`src/rtl/sccb_cfg_sequencer.sv`:
```
// Walks the camera init ROM and issues one SCCB byte write per entry, with NACK retry.
// Define SCCB_CFG_WATCHDOG_EN to treat a write with no wr_done within TIMEOUT_CYCLES as a NACK.
module sccb_cfg_sequencer #(
  parameter int ROM_AW         = 8,
  parameter int DELAY_CYCLES   = 1_000_000,
  parameter int MAX_RETRY      = 3,
  parameter int TIMEOUT_CYCLES = 100_000
) (
  input  logic              clk_i,
  input  logic              reset_ni,
  input  logic              start_i,
  output logic [ROM_AW-1:0] rom_addr_o,
  input  logic [15:0]       rom_data_i,
  output logic              wr_req_o,
  output logic [7:0]        wr_reg_addr_o,
  output logic [7:0]        wr_reg_data_o,
  input  logic              wr_ready_i,
  input  logic              wr_done_i,
  input  logic              wr_nack_i,
  output logic              busy_o,
  output logic              done_o,
  output logic              error_o,
  output logic [ROM_AW:0]   wr_count_o,
  output logic [3:0]        state_o
);

  // wr_req/wr_ready: a write is accepted on the clock edge where both are high; until then
  // wr_req, wr_reg_addr and wr_reg_data stay constant, and wr_req falls right after acceptance.

  typedef enum logic [3:0] {
    S_IDLE, S_FETCH, S_WAIT_ROM, S_DECODE, S_DELAY,
    S_ISSUE, S_WAIT_DONE, S_NEXT, S_DONE, S_ERROR
  } state_e;

  state_e            state_q;
  logic [ROM_AW-1:0] rom_addr_q;
  logic              wr_req_q;
  logic [7:0]        reg_addr_q;
  logic [7:0]        reg_data_q;
  logic              busy_q;
  logic              done_q;
  logic              error_q;
  logic [ROM_AW:0]   wr_count_q;
  logic [31:0]       retry_q;
  logic [31:0]       delay_q;
  logic              timeout;
  logic              write_end;
  logic              write_fail;

`ifdef SCCB_CFG_WATCHDOG_EN
  logic [31:0] wd_q;

  assign timeout = (state_q == S_WAIT_DONE) && (wd_q == 32'(TIMEOUT_CYCLES - 1));

  always_ff @(posedge clk_i or negedge reset_ni) begin
    if (!reset_ni) begin
      wd_q <= '0;
    end else if (state_q == S_ISSUE) begin
      wd_q <= '0;
    end else if (state_q == S_WAIT_DONE) begin
      wd_q <= wd_q + 32'd1;
    end
  end
`else
  // No watchdog: constant 0 for any legal TIMEOUT_CYCLES.
  assign timeout = (TIMEOUT_CYCLES < 0);
`endif

  // A watchdog expiry counts as a NACK; a real wr_done in the same cycle wins.
  assign write_end  = wr_done_i || timeout;
  assign write_fail = wr_done_i ? wr_nack_i : 1'b1;

  always_ff @(posedge clk_i or negedge reset_ni) begin
    if (!reset_ni) begin
      state_q    <= S_IDLE;
      rom_addr_q <= '0;
      wr_req_q   <= 1'b0;
      reg_addr_q <= '0;
      reg_data_q <= '0;
      busy_q     <= 1'b0;
      done_q     <= 1'b0;
      error_q    <= 1'b0;
      wr_count_q <= '0;
      retry_q    <= '0;
      delay_q    <= '0;
    end else begin
      case (state_q)
        S_IDLE, S_DONE, S_ERROR: begin
          if (start_i) begin
            rom_addr_q <= '0;
            wr_count_q <= '0;
            retry_q    <= '0;
            done_q     <= 1'b0;
            error_q    <= 1'b0;
            busy_q     <= 1'b1;
            state_q    <= S_FETCH;
          end
        end
        S_FETCH:    state_q <= S_WAIT_ROM;
        S_WAIT_ROM: state_q <= S_DECODE;
        S_DECODE: begin
          if (rom_data_i == 16'hFFFF) begin
            busy_q  <= 1'b0;
            done_q  <= 1'b1;
            state_q <= S_DONE;
          end else if (rom_data_i == 16'hFFF0) begin
            delay_q <= 32'(DELAY_CYCLES - 1);
            state_q <= S_DELAY;
          end else begin
            reg_addr_q <= rom_data_i[15:8];
            reg_data_q <= rom_data_i[7:0];
            wr_req_q   <= 1'b1;
            state_q    <= S_ISSUE;
          end
        end
        S_DELAY: begin
          if (delay_q == 32'd0) begin
            state_q <= S_NEXT;
          end else begin
            delay_q <= delay_q - 32'd1;
          end
        end
        S_ISSUE: begin
          if (wr_ready_i) begin
            wr_req_q <= 1'b0;
            state_q  <= S_WAIT_DONE;
          end
        end
        S_WAIT_DONE: begin
          if (write_end) begin
            if (!write_fail) begin
              wr_count_q <= wr_count_q + (ROM_AW + 1)'(1);
              state_q    <= S_NEXT;
            end else if (retry_q < 32'(MAX_RETRY)) begin
              retry_q  <= retry_q + 32'd1;
              wr_req_q <= 1'b1;
              state_q  <= S_ISSUE;
            end else begin
              busy_q  <= 1'b0;
              error_q <= 1'b1;
              state_q <= S_ERROR;
            end
          end
        end
        S_NEXT: begin
          retry_q <= '0;
          // A table without an end marker finishes at the last address instead of wrapping.
          if (rom_addr_q == '1) begin
            busy_q  <= 1'b0;
            done_q  <= 1'b1;
            state_q <= S_DONE;
          end else begin
            rom_addr_q <= rom_addr_q + ROM_AW'(1);
            state_q    <= S_FETCH;
          end
        end
        default: state_q <= S_IDLE;
      endcase
    end
  end

  assign rom_addr_o    = rom_addr_q;
  assign wr_req_o      = wr_req_q;
  assign wr_reg_addr_o = reg_addr_q;
  assign wr_reg_data_o = reg_data_q;
  assign busy_o        = busy_q;
  assign done_o        = done_q;
  assign error_o       = error_q;
  assign wr_count_o    = wr_count_q;
  assign state_o       = state_q;

endmodule

```
`config.mk`:
```
export PLATFORM = sky130hd
export DESIGN_NAME = sccb_cfg_sequencer
export DESIGN_NICKNAME = d
export VERILOG_FILES = /design/src/rtl/sccb_cfg_sequencer.sv
export SDC_FILE = /design/constraint.sdc
export NUM_CORES = 1
export LEC_CHECK = 0
export BUFFER_PORTS_ARGS = -buffer_cell sky130_fd_sc_hd__buf_2
export CAP_MARGIN = 20
export CORE_ASPECT_RATIO = 0.9
export CORE_MARGIN = 8
export CORE_UTILIZATION = 58
export CTS_CLUSTER_SIZE = 24
export DETAILED_ROUTE_END_ITERATION = 6
export GPL_TIMING_DRIVEN = 0
export PLACE_DENSITY_LB_ADDON = 0.1
export SLEW_MARGIN = 15
export SYNTH_ARGS = -nofsm -noshare
export SYNTH_HDL_FRONTEND = slang
export SYNTH_SLANG_ARGS = --single-unit
```
`constraint.sdc`:
```
create_clock -name clk_i -period 3.19 [get_ports clk_i]
set_input_delay 0.1595 -clock clk_i [delete_from_list [all_inputs] [get_ports clk_i]]
set_output_delay 0.1595 -clock clk_i [all_outputs]
set_load 0.005 [all_outputs]
```
-- After elaboration in Yosys (flattened, before gate mapping)
Index checks and enable logic that the tools add are counted.
- register bits: 105
- bits in latches: 0
- RAM bits: 0
- ROM bits: 0
- word-level logic and storage cells: 114
- memories kept: 0
- $add $sub $neg: 4
- multiply operators: 0
- divide/modulo/power cells: 0
- magnitude comparators: 1
- equal/unequal tests: 27
- shifts and indexed selects: 0
- mux-type cells: 49
- bitwise operators: 2
- reduce and logical (&&, ||, !) cells: 20
- operators with widths (cell ; number):
    32-bit 2-to-1 mux ; 7
    32-bit one-hot mux with 3 select lines ; 1
    32-bit one-hot mux with 2 select lines ; 1
    32-bit by 1-bit adder with 32-bit output (second input constant) ; 1
    16-bit equality test (second input constant) ; 2
    32-bit logical NOT ; 1
    32-bit by 2-bit < comparator with 1-bit output (second input constant) ; 1
    4-bit 2-to-1 mux ; 8
    4-bit one-hot mux with 8 select lines ; 1
    32-bit by 1-bit subtractor with 32-bit output (second input constant) ; 1
    2-bit inequality test (second input constant) ; 15
    9-bit 2-to-1 mux ; 3
    1-bit 2-to-1 mux ; 20
    9-bit one-hot mux with 2 select lines ; 1
    4-bit by 3-bit equality test with 1-bit output (second input constant) ; 4
    8-bit 2-to-1 mux ; 2
    8-bit one-hot mux with 2 select lines ; 1
    4-bit AND reduction ; 4
    7-bit AND reduction ; 2
    5-bit AND reduction ; 2
    9-bit by 1-bit adder with 9-bit output (second input constant) ; 1
    3-bit nonzero test ; 3
    8-bit by 1-bit adder with 8-bit output (second input constant) ; 1
    4-bit by 2-bit equality test with 1-bit output (second input constant) ; 2
    other kinds (12) ; 18

-- Depth between registers and ports, before layout
Gate-level depths: netlist of the first run.
- depth in word-level cells: 5
- depth in mapped cells: 8
- mapped depth without buffers: 7

-- Least setup slack after synthesis of the first run
OpenSTA, ideal clock, no wires.
- path kind: flip-flop to flip-flop
- from: register retry_q[0]
- to: register state_q[3], in the netlist state_o[3]
- library setup time: 122 ps
- data arrival time: 2087 ps
- data required time: 3068 ps
- setup slack: 982 ps
- stages on the path, launching flop included: 8
- path buffers: 0
- period minus slack after synthesis: 2208 ps
- cells stage by stage: dfrtp_1 -> ha_1 -> nor4_1 -> nand2_1 -> nor4_1 -> nor3_1 -> or2_2 -> a32o_1
- longest elaborated chain between the ends: 5
- ends and longest elaborated chain (item ; RTL line ; RTL):
    start: declaration ; 44 ; logic [31:0] retry_q;
    start signal: assignment ; 135 ; retry_q <= retry_q + 32'd1;
    32-bit by 2-bit < comparator with 1-bit output ; 134 ; end else if (retry_q < 32'(MAX_RETRY)) begin
    4-bit 2-to-1 mux ; 134 ;
    4-bit 2-to-1 mux ; 131 ; if (!write_fail) begin
    4-bit 2-to-1 mux ; 130 ; if (write_end) begin
    4-bit one-hot mux with 8 select lines ; 87 ; case (state_q)
    end signal: assignment ; 133 ; state_q <= S_NEXT;
    end signal: assignment ; 137 ; state_q <= S_ISSUE;
    end signal: assignment ; 141 ; state_q <= S_ERROR;
    end: declaration ; 35 ; state_e state_q;
Every way passes these cells. The select of a mux whose other input is x is not followed.
A chain may end at the register's enable or synchronous reset.

-- Worst setup path after layout of the first run
- from: register retry_q[0]
- to: register retry_q[12]
- longest elaborated chain between the ends: 5
- elaborated cells between the ends (all ways): 8
- ends and longest elaborated chain (item ; RTL line):
    32-bit by 1-bit adder with 32-bit output ; 135
    32-bit 2-to-1 mux ; 134
    32-bit 2-to-1 mux ; 131
    32-bit 2-to-1 mux ; 130
    32-bit one-hot mux with 3 select lines ; 87
Parallel ways exist; a longest one is shown, timed or not. The select of a mux whose other input is x is not followed.

==> flow_summary.ini, run 1 <==
[grt]
grt_max_degree = 62
grt_pass1_vias = 4096
antenna_found_initial = 0
grt.total_usage_pct = 19.5
grt_overflow = 0
grt_pass1_wl_mm = 19.3

[sta]
worstMarginPinSlew_ns = 1.00
max_slew_margin_pct = 32.7
max_freq_mhz = 347
period_minus_slack_ns = 2.88
slew_violations = 0
setup_viol = 0
clock_skew_ns = 0.00848
setup_ws_ns = 0.307
finalCritPeriodShare_pct = 90.4
grt_setup_unrepaired = false
fin_tns_setup_ns = 0
hold_viol = 0

[routing]
drt-initial-drc-count = 240
routedWlPerCell_um = 16.3
dr.pass1.iters = 4
via_per_inst = 5.79
drc = 0
via_count = 4014
antenna_left = 0
detail_route.wirelength_mm = 11.3

[critical_path]
reg2reg_slack_ns = 0.31
cp.arrival_ns = 3.21
critPathLaunchType = flip-flop
reg2reg_from = retry_q[0]$_DFFE_PN0P_
cp-end-kind = flip-flop
crit_path_start = retry_q[0]$_DFFE_PN0P_
crit_required_ns = 3.51
crit_fanout = 10
path_class = flip-flop to flip-flop

[synth]
yosysWarnings = 0
syn_area_mm2 = 0.00515
synthTopCellsByArea = dfrtp_1, mux2_2, nor2_1
seq_area_frac_synth_pct = 51.0
syn_area_per_cell_um2 = 10.4
synth_cell_type_count = 62
synth_nets = 522
synth_common_cells = dfrtp_1, nor2_1, nand2_1
async_flop_share_pct = 100
synthCells = 495
yosysMostFrequentCell = dfrtp_1
synth_top_area_share_pct = 51.0
synth-seq-cells = 105
ys.flop_type = dfrtp_1
synth.largest_area_cell = dfrtp_1
synth_edf_count = 0

[clock_tree]
ctsHtreeMaxLevel = 3
cts_tree = yes
clock_sinks = 105
cts_buffers = 9
root_buffer = clkbuf_8
cts.path.max_buffers = 2
postCtsSetupRepairBufs = 0
worstSkewPairLatency_ns = 0.37
cts.clk_slew.worst_paths_ns = 0.10

[min_path]
hp-start = rom_data_i[4]
worstHoldPathType = input port to flip-flop

[power_and_ir_drop]
switchingPower_w = 0.00137
p_int_w = 0.00246
clockPowerShare_pct = 21.1
swShare_pct = 35.8
power_density_mw_per_mm2 = 657
combPwrFrac_pct = 33.4
p_leak_nw = 2.53
seqPwrFrac_pct = 45.5
peakVddDrop_uv = 483

[flow_run]
cap_violations = 0

[place]
hpwl_mm = 8.19
place_ws_ns = 0.440
gp_congestion = 0.844
port_buffers = 62
dp_cells = 677

[floorplan]
design.core.area_mm2 = 0.00861
num_io_pins = 63
fp.dieH_um = 105
initial_core_util_pct = 59.8
die_x_um = 115
fp-row-count = 32
die_area_mm2 = 0.0122

[status]
outcome = finished clean

[finish]
final_cells = 693
layout.nets = 597
nFillCells = 710
area.growth.synth_to_final_pct = 13.3
antennaDiodeCount = 0
layout-drive-gt1-share_pct = 21.4
[cell type report]
| type | instances | area (µm²) | share of cell area (%) |
|---|---|---|---|
| Sequential cell | 105 | 2630 | 45.0 |
| Multi-Input combinational cell | 363 | 2400 | 41.1 |
| Timing Repair Buffer | 64 | 354 | 6.07 |
| Tap cell | 119 | 149 | 2.55 |
| Clock buffer | 10 | 128 | 2.19 |
| Buffer | 19 | 93.8 | 1.61 |
| Clock inverter | 5 | 56.3 | 0.965 |
| Inverter | 8 | 30.0 | 0.514 |
[final timing paths]
path                                                     end  cells past startpoint
worst max-delay path                 retry_q[12]$_DFFE_PN0P_                      8
worst min-delay path            wr_reg_data_o[4]$_DFFE_PN0P_                      2
worst max register to register       retry_q[12]$_DFFE_PN0P_                      8
worst min register to register     wr_count_o[8]$_DFFE_PN0P_                      1
max in group asynchronous          wr_count_o[7]$_DFFE_PN0P_                      3
min in group asynchronous            delay_q[22]$_DFFE_PN0P_                      2
[metrics by stage]
| stage | total power, W | hold WS (ns) | instance area (µm²) | utilization, % |
|---|---|---|---|---|
| final | 0.00383 | 0.0242 | 5840 | 67.8 |
| after global placement | 0.00300 | 0.407 | 5610 | 65.2 |
| after CTS | 0.00387 | 0.00810 | 5840 | 67.8 |
| after global routing | 0.00409 | 0.0167 | 5840 | 67.8 |
| after detailed placement | 0.00305 | 0.107 | 5640 | 65.6 |
| after floorplan | 0.00257 | -0.136 | 5150 | - |
[power groups by stage]
| stage | Sequential [W] | Combinational, W | Clock, W |
|---|---|---|---|
| floorplan | 0.00176 | 0.000817 | 0 |
| global placement | 0.00175 | 0.00124 | 0 |
| detailed placement | 0.00177 | 0.00128 | 0 |
| CTS | 0.00175 | 0.00129 | 0.000832 |
| global route | 0.00178 | 0.00143 | 0.000879 |
| finish | 0.00175 | 0.00128 | 0.000808 |
[critical path: stages, from the launching register on]
cell and delay (ns):
dfrtp_1 0.42, ha_1 0.28, nor4_1 0.31, nand2_1 0.10, nor4_1 0.82, o21ai_1 0.28, buf_2 0.26, nor3_1 0.22
o21a_1 0.13
[cell families (layout without fill, tap and decap cells)]
| logic type | Yosys count | after routing | share of synthesized area (%) |
|---|---|---|---|
| compound gates | 80 | 80 | 10.4 |
| xor+xnor | 24 | 24 | 4.08 |
| flops | 105 | 105 | 51.0 |
| buf+inv | 27 | 106 | 2.41 |
| mux | 19 | 19 | 4.11 |
| fa+ha+maj | 5 | 5 | 1.21 |
| simple gates | 235 | 235 | 26.7 |
[cell usage in the layout, fill, tap and decap left out, types with 12 or more instances in the layout]
cell | synthesis | final
and2_1 | 23 | 23
nand4_1 | 16 | 16
dfrtp_1 | 105 | 105
mux2_2 | 17 | 17
o21ai_0 | 28 | 28
buf_2 | 6 | 67
nand2_1 | 38 | 38
clkbuf_1 | 11 | 12
nor3_1 | 20 | 20
nor2_1 | 44 | 44
nand3_1 | 21 | 21
xor2_1 | 18 | 18
[routing by layer]
metal	up-vias	global-route usage, %	part of all wire, %
li1	1940	-	-
met1	1962	25.3	46
met2	98	30.9	47
met3	14	5.53	5.4
met4	0	5.72	1.3
met5	-	0	0
[sequential cells by signal (all words and copies together), names as in the netlist, 4 cells and up]
| register | flops |
|---|---|
| delay_q | 32 |
| retry_q | 32 |
| wr_count_o | 9 |
| rom_addr_o | 8 |
| wr_reg_addr_o | 8 |
| wr_reg_data_o | 8 |
| state_o | 4 |
[timing repair]
action                                 in CTS  in global routing
endpoints found under the hold margin      44                  0
gates resized for setup                     0                  0
hold buffers                                1                  0
(Power assumes the default switching activity.)
==> inputs of run 2 (changes only) <==
ABC_AREA = 1   (was not set)
CORE_UTILIZATION = 59   (was 58)
SETUP_SLACK_MARGIN = 0.05   (was not set)
==> flow_summary.ini, run 2 <==
[floorplan]
die_x_um = 120
die_area_mm2 = 0.0133
design.core.area_mm2 = 0.00961
num_io_pins = 63
initial_core_util_pct = 60.3
fp-row-count = 34
fp.dieH_um = 110

[sta]
period_minus_slack_ns = 2.10
setup_viol = 0
slew_violations = 0
hold_viol = 0
max_freq_mhz = 477
clock_skew_ns = 0.00838
hold_ws_ns = 0.0253
worstMarginPinSlew_ns = 0.443
grt_setup_unrepaired = false
fin_tns_setup_ns = 0
finalCritPeriodShare_pct = 65.7
max_slew_margin_pct = 70.4

[routing]
routedWlPerCell_um = 13.6
antenna_left = 0
dr.pass1.iters = 5
via_count = 5187
via_per_inst = 5.26
drt-initial-drc-count = 372
detail_route.wirelength_mm = 13.4
drc = 0

[finish]
nFillCells = 838
layout-drive-gt1-share_pct = 16.5
antennaDiodeCount = 0
area.growth.synth_to_final_pct = 12.3
utilization_pct = 67.7
layout.nets = 883
final_cell_mix = nand2_1, nor2_1, dfrtp_1, inv_1, nand3_1
layout_commonest_cell = nand2_1

[synth]
syn_area_per_cell_um2 = 7.42
synthTopCellsByArea = dfrtp_1, nand2_1, nor2_1
syn_area_mm2 = 0.00579
synth_common_cells = nand2_1, nor2_1, dfrtp_1
synthCells = 781
synth_top_family_by_area = simple AND/OR/NAND/NOR gates
synth_edf_count = 0
synth.largest_area_cell = dfrtp_1
async_flop_share_pct = 100
synth-simple-area-share_pct = 35.8
yosysWarnings = 0
synth_cell_type_count = 31
yosys-mux-area-fraction_pct = 0
synth-adder-area-share_pct = 1.08
synth_top_area_share_pct = 45.4
synth_compound_area_share_pct = 7.15
seq_area_frac_synth_pct = 45.4
synth-seq-cells = 105
synth_nets = 808
synth_xor_area_share_pct = 2.42
ys.flop_type = dfrtp_1
yosysMostFrequentCell = nand2_1

[critical_path]
cpMaxStageDelayCell = dfrtp_1
cp.arrival_ns = 2.36
reg2reg_slack_ns = 1.09
crit_required_ns = 3.45
critPathMostFrequentCell = nand2_1
critPathLaunchType = flip-flop
cp-end-kind = flip-flop
crit_fanout = 6
worstReg2RegEnd = delay_q[14]$_DFFE_PN0P_
reg2reg_from = delay_q[0]$_DFFE_PN0P_
path_class = flip-flop to flip-flop
r2r_cells = 8
path_cells = inv_1 -> ha_1 -> nand2_1 -> nor2_1 -> nand2_1 -> xnor2_1 -> o21ai_0 -> nand2_1
cp_num_buf_inv = 1
critPathTopFamily = simple AND/OR/NAND/NOR gates
max_stage_delay_ns = 0.37

[clock_tree]
cts.path.max_buffers = 2
worstSkewPairLatency_ns = 0.38
cts.clk_slew.worst_paths_ns = 0.10
clock_sinks = 105
cts_tree = yes
cts_buffers = 9
root_buffer = clkbuf_8
ctsHtreeMaxLevel = 3

[place]
gp_congestion = 0.910
hpwl_mm = 10.2
port_buffers = 62

[min_path]
worstHoldPathCells = 3
hp-start = rom_data_i[15]
min_delay_worst_endpoint = wr_reg_addr_o[7]$_DFFE_PN0P_
worstHoldPathType = input port to flip-flop

[grt]
antenna_found_initial = 0
grt_overflow = 0
grt.total_usage_pct = 21.4
grt_pass1_wl_mm = 23.0
grt_max_degree = 85
grt_pass1_vias = 5009

[flow_run]
cap_violations = 0

[status]
outcome = finished clean

[power_and_ir_drop]
p_leak_nw = 3.32
peakVddDrop_uv = 448
power_density_mw_per_mm2 = 704
-- run 2: cell types whose count changed in the layout (fill, tap and decap cells not counted), moves of 11 or more --
cell,delta
nand2_1,+183
nor2_1,+92
inv_1,+78
nand3_1,+49
and2_1,-23
mux2_2,-17
o21ai_2,+17
and3_1,-11
nor4_1,-11
-- run 2: how the worst max path moves through the flow --
stage	startpoint	endpoint	slack (ns)	cells past startpoint
2_1_floorplan	retry_q[0]$_DFFE_PN0P_	retry_q[10]$_DFFE_PN0P_	1.53	9
3_3_place_gp	reset_ni	wr_count_o[1]$_DFFE_PN0P_	0.83	1
3_5_place_dp	delay_q[0]$_DFFE_PN0P_	delay_q[14]$_DFFE_PN0P_	1.17	8
4_1_cts	delay_q[0]$_DFFE_PN0P_	delay_q[14]$_DFFE_PN0P_	1.14	8
5_1_grt	delay_q[0]$_DFFE_PN0P_	delay_q[26]$_DFFE_PN0P_	0.90	9
6_report	delay_q[0]$_DFFE_PN0P_	delay_q[14]$_DFFE_PN0P_	1.09	8
-- run 2: timing repair --
item,in CTS,in global routing
buffers inserted,0,0
hold endpoints to repair,105,0
hold buffers,1,0
gates resized for setup,0,0
-- run 2: area by class of cell --
class                   count  area (µm²)  share of cell area (%)
inverters                  93         349                    5.36
clock buffers              10         128                    1.96
plain buffers              15         125                    1.92
multi-input cells         568        2690                    41.4
flip-flops and latches    105        2630                    40.4
clock inverters             6        75.1                    1.15
well taps                 126         158                    2.42
repair buffers             64         354                    5.44
-- run 2: logic make-up (layout without fill, tap and decap cells) --
group	Yosys count	in the layout
xor gates and xnor gates	16	16
AOI/OAI and AO/OA	65	65
buffers and inverters	108	188
adders and majority gates	5	5
DFF	105	105
and+or+nand+nor	482	482
-- run 2: worst min-delay path, delay by kind of cell --
kind	cells	cell delay, ns
and+or+nand+nor	2	0.13
buffers and inverters	1	0.09
-- run 2: routing by layer --
metal | global-route usage (%) | part of all wire (%) | up-vias
met5 | 0 | 0 | -
met4 | 6.77 | 1.4 | 0
met3 | 6.01 | 6.2 | 17
met2 | 33.6 | 44 | 142
met1 | 28.5 | 48 | 2423
li1 | - | - | 2605
-- run 2: stage by stage --
stage / worst slack (ns) / instances / total power (W) / cell area [µm²]
2_1_floorplan: 1.53 / 781 / 0.00315 / 5790
3_3_place_gp: 0.830 / 969 / 0.00368 / 6260
3_5_place_dp: 1.17 / 970 / 0.00374 / 6290
4_1_cts: 1.14 / 987 / 0.00461 / 6510
5_1_grt: 0.896 / 987 / 0.00495 / 6510
6_report: 1.09 / 987 / 0.00458 / 6510
-- run 2: power breakdown --
part           total (W)  internal, W  switching [W]
combinational    0.00190     0.000668        0.00124
sequential       0.00181      0.00158       0.000230
clock           0.000867     0.000378       0.000489
==> inputs of run 3 (changes only) <==
CORE_UTILIZATION = 53   (was 59)
clock period = 1.7 ns   (was 3.19 ns; I/O delays follow)
==> flow_summary.ini, run 3 (synthesis gave the netlist of run 2 again) <==
[status]
outcome = complete, but fails checks
violations = setup timing

[floorplan]
fp.dieH_um = 115
die_area_mm2 = 0.0145
fp-row-count = 36
die_x_um = 126
num_io_pins = 63
initial_core_util_pct = 54.0
design.core.area_mm2 = 0.0107

[finish]
area.growth.synth_to_final_pct = 36.7
layout-drive-gt1-share_pct = 32.6
final_cell_mix = nand2_1, nor2_1, dfrtp_1, inv_1, nand3_1
fin_area_mm2 = 0.00792
antennaDiodeCount = 0
layout_commonest_cell = nand2_1
final_cells = 1083
layout.nets = 974
nFillCells = 803

[grt]
grt_overflow = 0
antenna_found_initial = 0
grt_pass1_vias = 5434
grt_max_degree = 55
grt_pass1_wl_mm = 25.5
grt.total_usage_pct = 21.5

[power_and_ir_drop]
power_w = 0.0112
combPwrFrac_pct = 48.5
swShare_pct = 39.4
p_leak_nw = 3.96
p_int_w = 0.00678
seqPwrFrac_pct = 30.5
power_density_mw_per_mm2 = 1410
switchingPower_w = 0.00441
peakVddDrop_uv = 1110
clockPowerShare_pct = 21.0

[place]
gp_congestion = 0.910
dp_cells = 977
placed_area_mm2 = 0.00630
port_buffers = 62
hpwl_mm = 10.1

[clock_tree]
cts.clk_slew.worst_paths_ns = 0.06
cts_tree = yes
cts.path.max_buffers = 2
ctsHtreeMaxLevel = 3
worstSkewPairLatency_ns = 0.36
clock_sinks = 105
root_buffer = clkbuf_16
cts_buffers = 9

[sta]
worstMarginPinSlew_ns = 0.509
period_minus_slack_ns = 1.72
hold_viol = 0
clock_skew_ns = 0.00930
max_slew_margin_pct = 66.1
finalCritPeriodShare_pct = 101
setup_viol = 6
max_freq_mhz = 580
hold_ws_ns = 0.0584
grt_setup_unrepaired = true
fin_tns_setup_ns = -0.0591
slew_violations = 0
setup_ws_ns = -0.0231

[routing]
antenna_left = 0
routedWlPerCell_um = 14.7
drc = 0
drt-initial-drc-count = 465
detail_route.wirelength_mm = 15.9
dr.pass1.iters = 5
via_per_inst = 5.24
via_count = 5675

[critical_path]
critPathLaunchType = flip-flop
path_class = flip-flop to flip-flop
cp-end-kind = flip-flop
reg2reg_slack_ns = -0.02
cp.arrival_ns = 1.96
crit_fanout = 5
crit_required_ns = 1.94

[min_path]
worstHoldPathType = input port to flip-flop

[flow_run]
cap_violations = 0
run 3: cell types whose count changed in the layout (fill, tap and decap cells not counted), sizes merged:
cell         previous run  this run
inv                    96        93
buf                    76       147
bufinv                  1         3
clkbuf                 12        15
clkinv                  2         1
clkinvlp                0         1
dlygate4sd3             1        17
run 3: area by class of cell:
class                   count  area [µm²]  share of cell area, %
inverters                  93         362                   4.57
multi-input cells         568        3070                   38.7
plain buffers              15         171                   2.16
clock buffers               9         225                   2.84
clock inverters             5         106                   1.34
well taps                 133         166                   2.10
repair buffers            155        1180                   15.0
flip-flops and latches    105        2640                   33.3
run 3: path summary, 6_finish.rpt:
kind	from	end	depth (start not counted)
max	state_o[3]$_DFFE_PN0P_	delay_q[16]$_DFFE_PN0P_	9
min	wr_done_i	state_o[1]$_DFFE_PN0P_	4
max reg2reg	state_o[3]$_DFFE_PN0P_	delay_q[16]$_DFFE_PN0P_	9
min reg2reg	wr_reg_data_o[1]$_DFFE_PN0P_	wr_reg_data_o[1]$_DFFE_PN0P_	2
max in group asynchronous	reset_ni	retry_q[11]$_DFFE_PN0P_	3
min in group asynchronous	reset_ni	delay_q[10]$_DFFE_PN0P_	2
run 3: stage by stage:
step	util, %	setup WS (ns)
6_report	73.9	-0.0231
3_5_place_dp	58.8	-0.317
5_1_grt	73.9	-0.122
4_1_cts	68.8	0.0166
2_1_floorplan	-	0.0808
3_3_place_gp	58.5	-0.636
run 3: layer usage:
metal	wire length [µm]	part of all wire (%)	global-route usage, %	up-vias
li1	-	-	-	2784
met1	6860	43	26.0	2684
met2	7650	48	36.0	174
met3	1010	6.3	6.44	33
met4	412	2.6	7.61	0
met5	0	0	0	-
run 3: power by group through the flow:
| stage | sequential, W | clock (W) | combinational (W) |
|---|---|---|---|
| floorplan | 0.00338 | 0 | 0.00253 |
| global placement | 0.00342 | 0 | 0.00351 |
| detailed placement | 0.00343 | 0 | 0.00360 |
| CTS | 0.00337 | 0.00240 | 0.00442 |
| global route | 0.00346 | 0.00249 | 0.00596 |
| finish | 0.00341 | 0.00235 | 0.00543 |
run 3: timing repair:
| item | 4_1_cts | 5_1_grt |
|---|---|---|
| hold buffers | 17 | 0 |
| endpoints found under the setup margin | 96 | 96 |
| setup buffers | 52 | 17 |
| resized for setup | 50 | 113 |
| cloned | 1 | 6 |
| hold endpoints to repair | 67 | 0 |
| pin swaps | 19 | 29 |
run 3: critical path, stage by stage, from the launching register on:
cell and delay (ns):
dfrtp_2 0.44, buf_4 0.15, nor2_4 0.18, nand3_4 0.16
nor2_4 0.22, nor2_8 0.06, buf_6 0.14, clkbuf_16 0.16
nand2_2 0.05, nand2_1 0.05
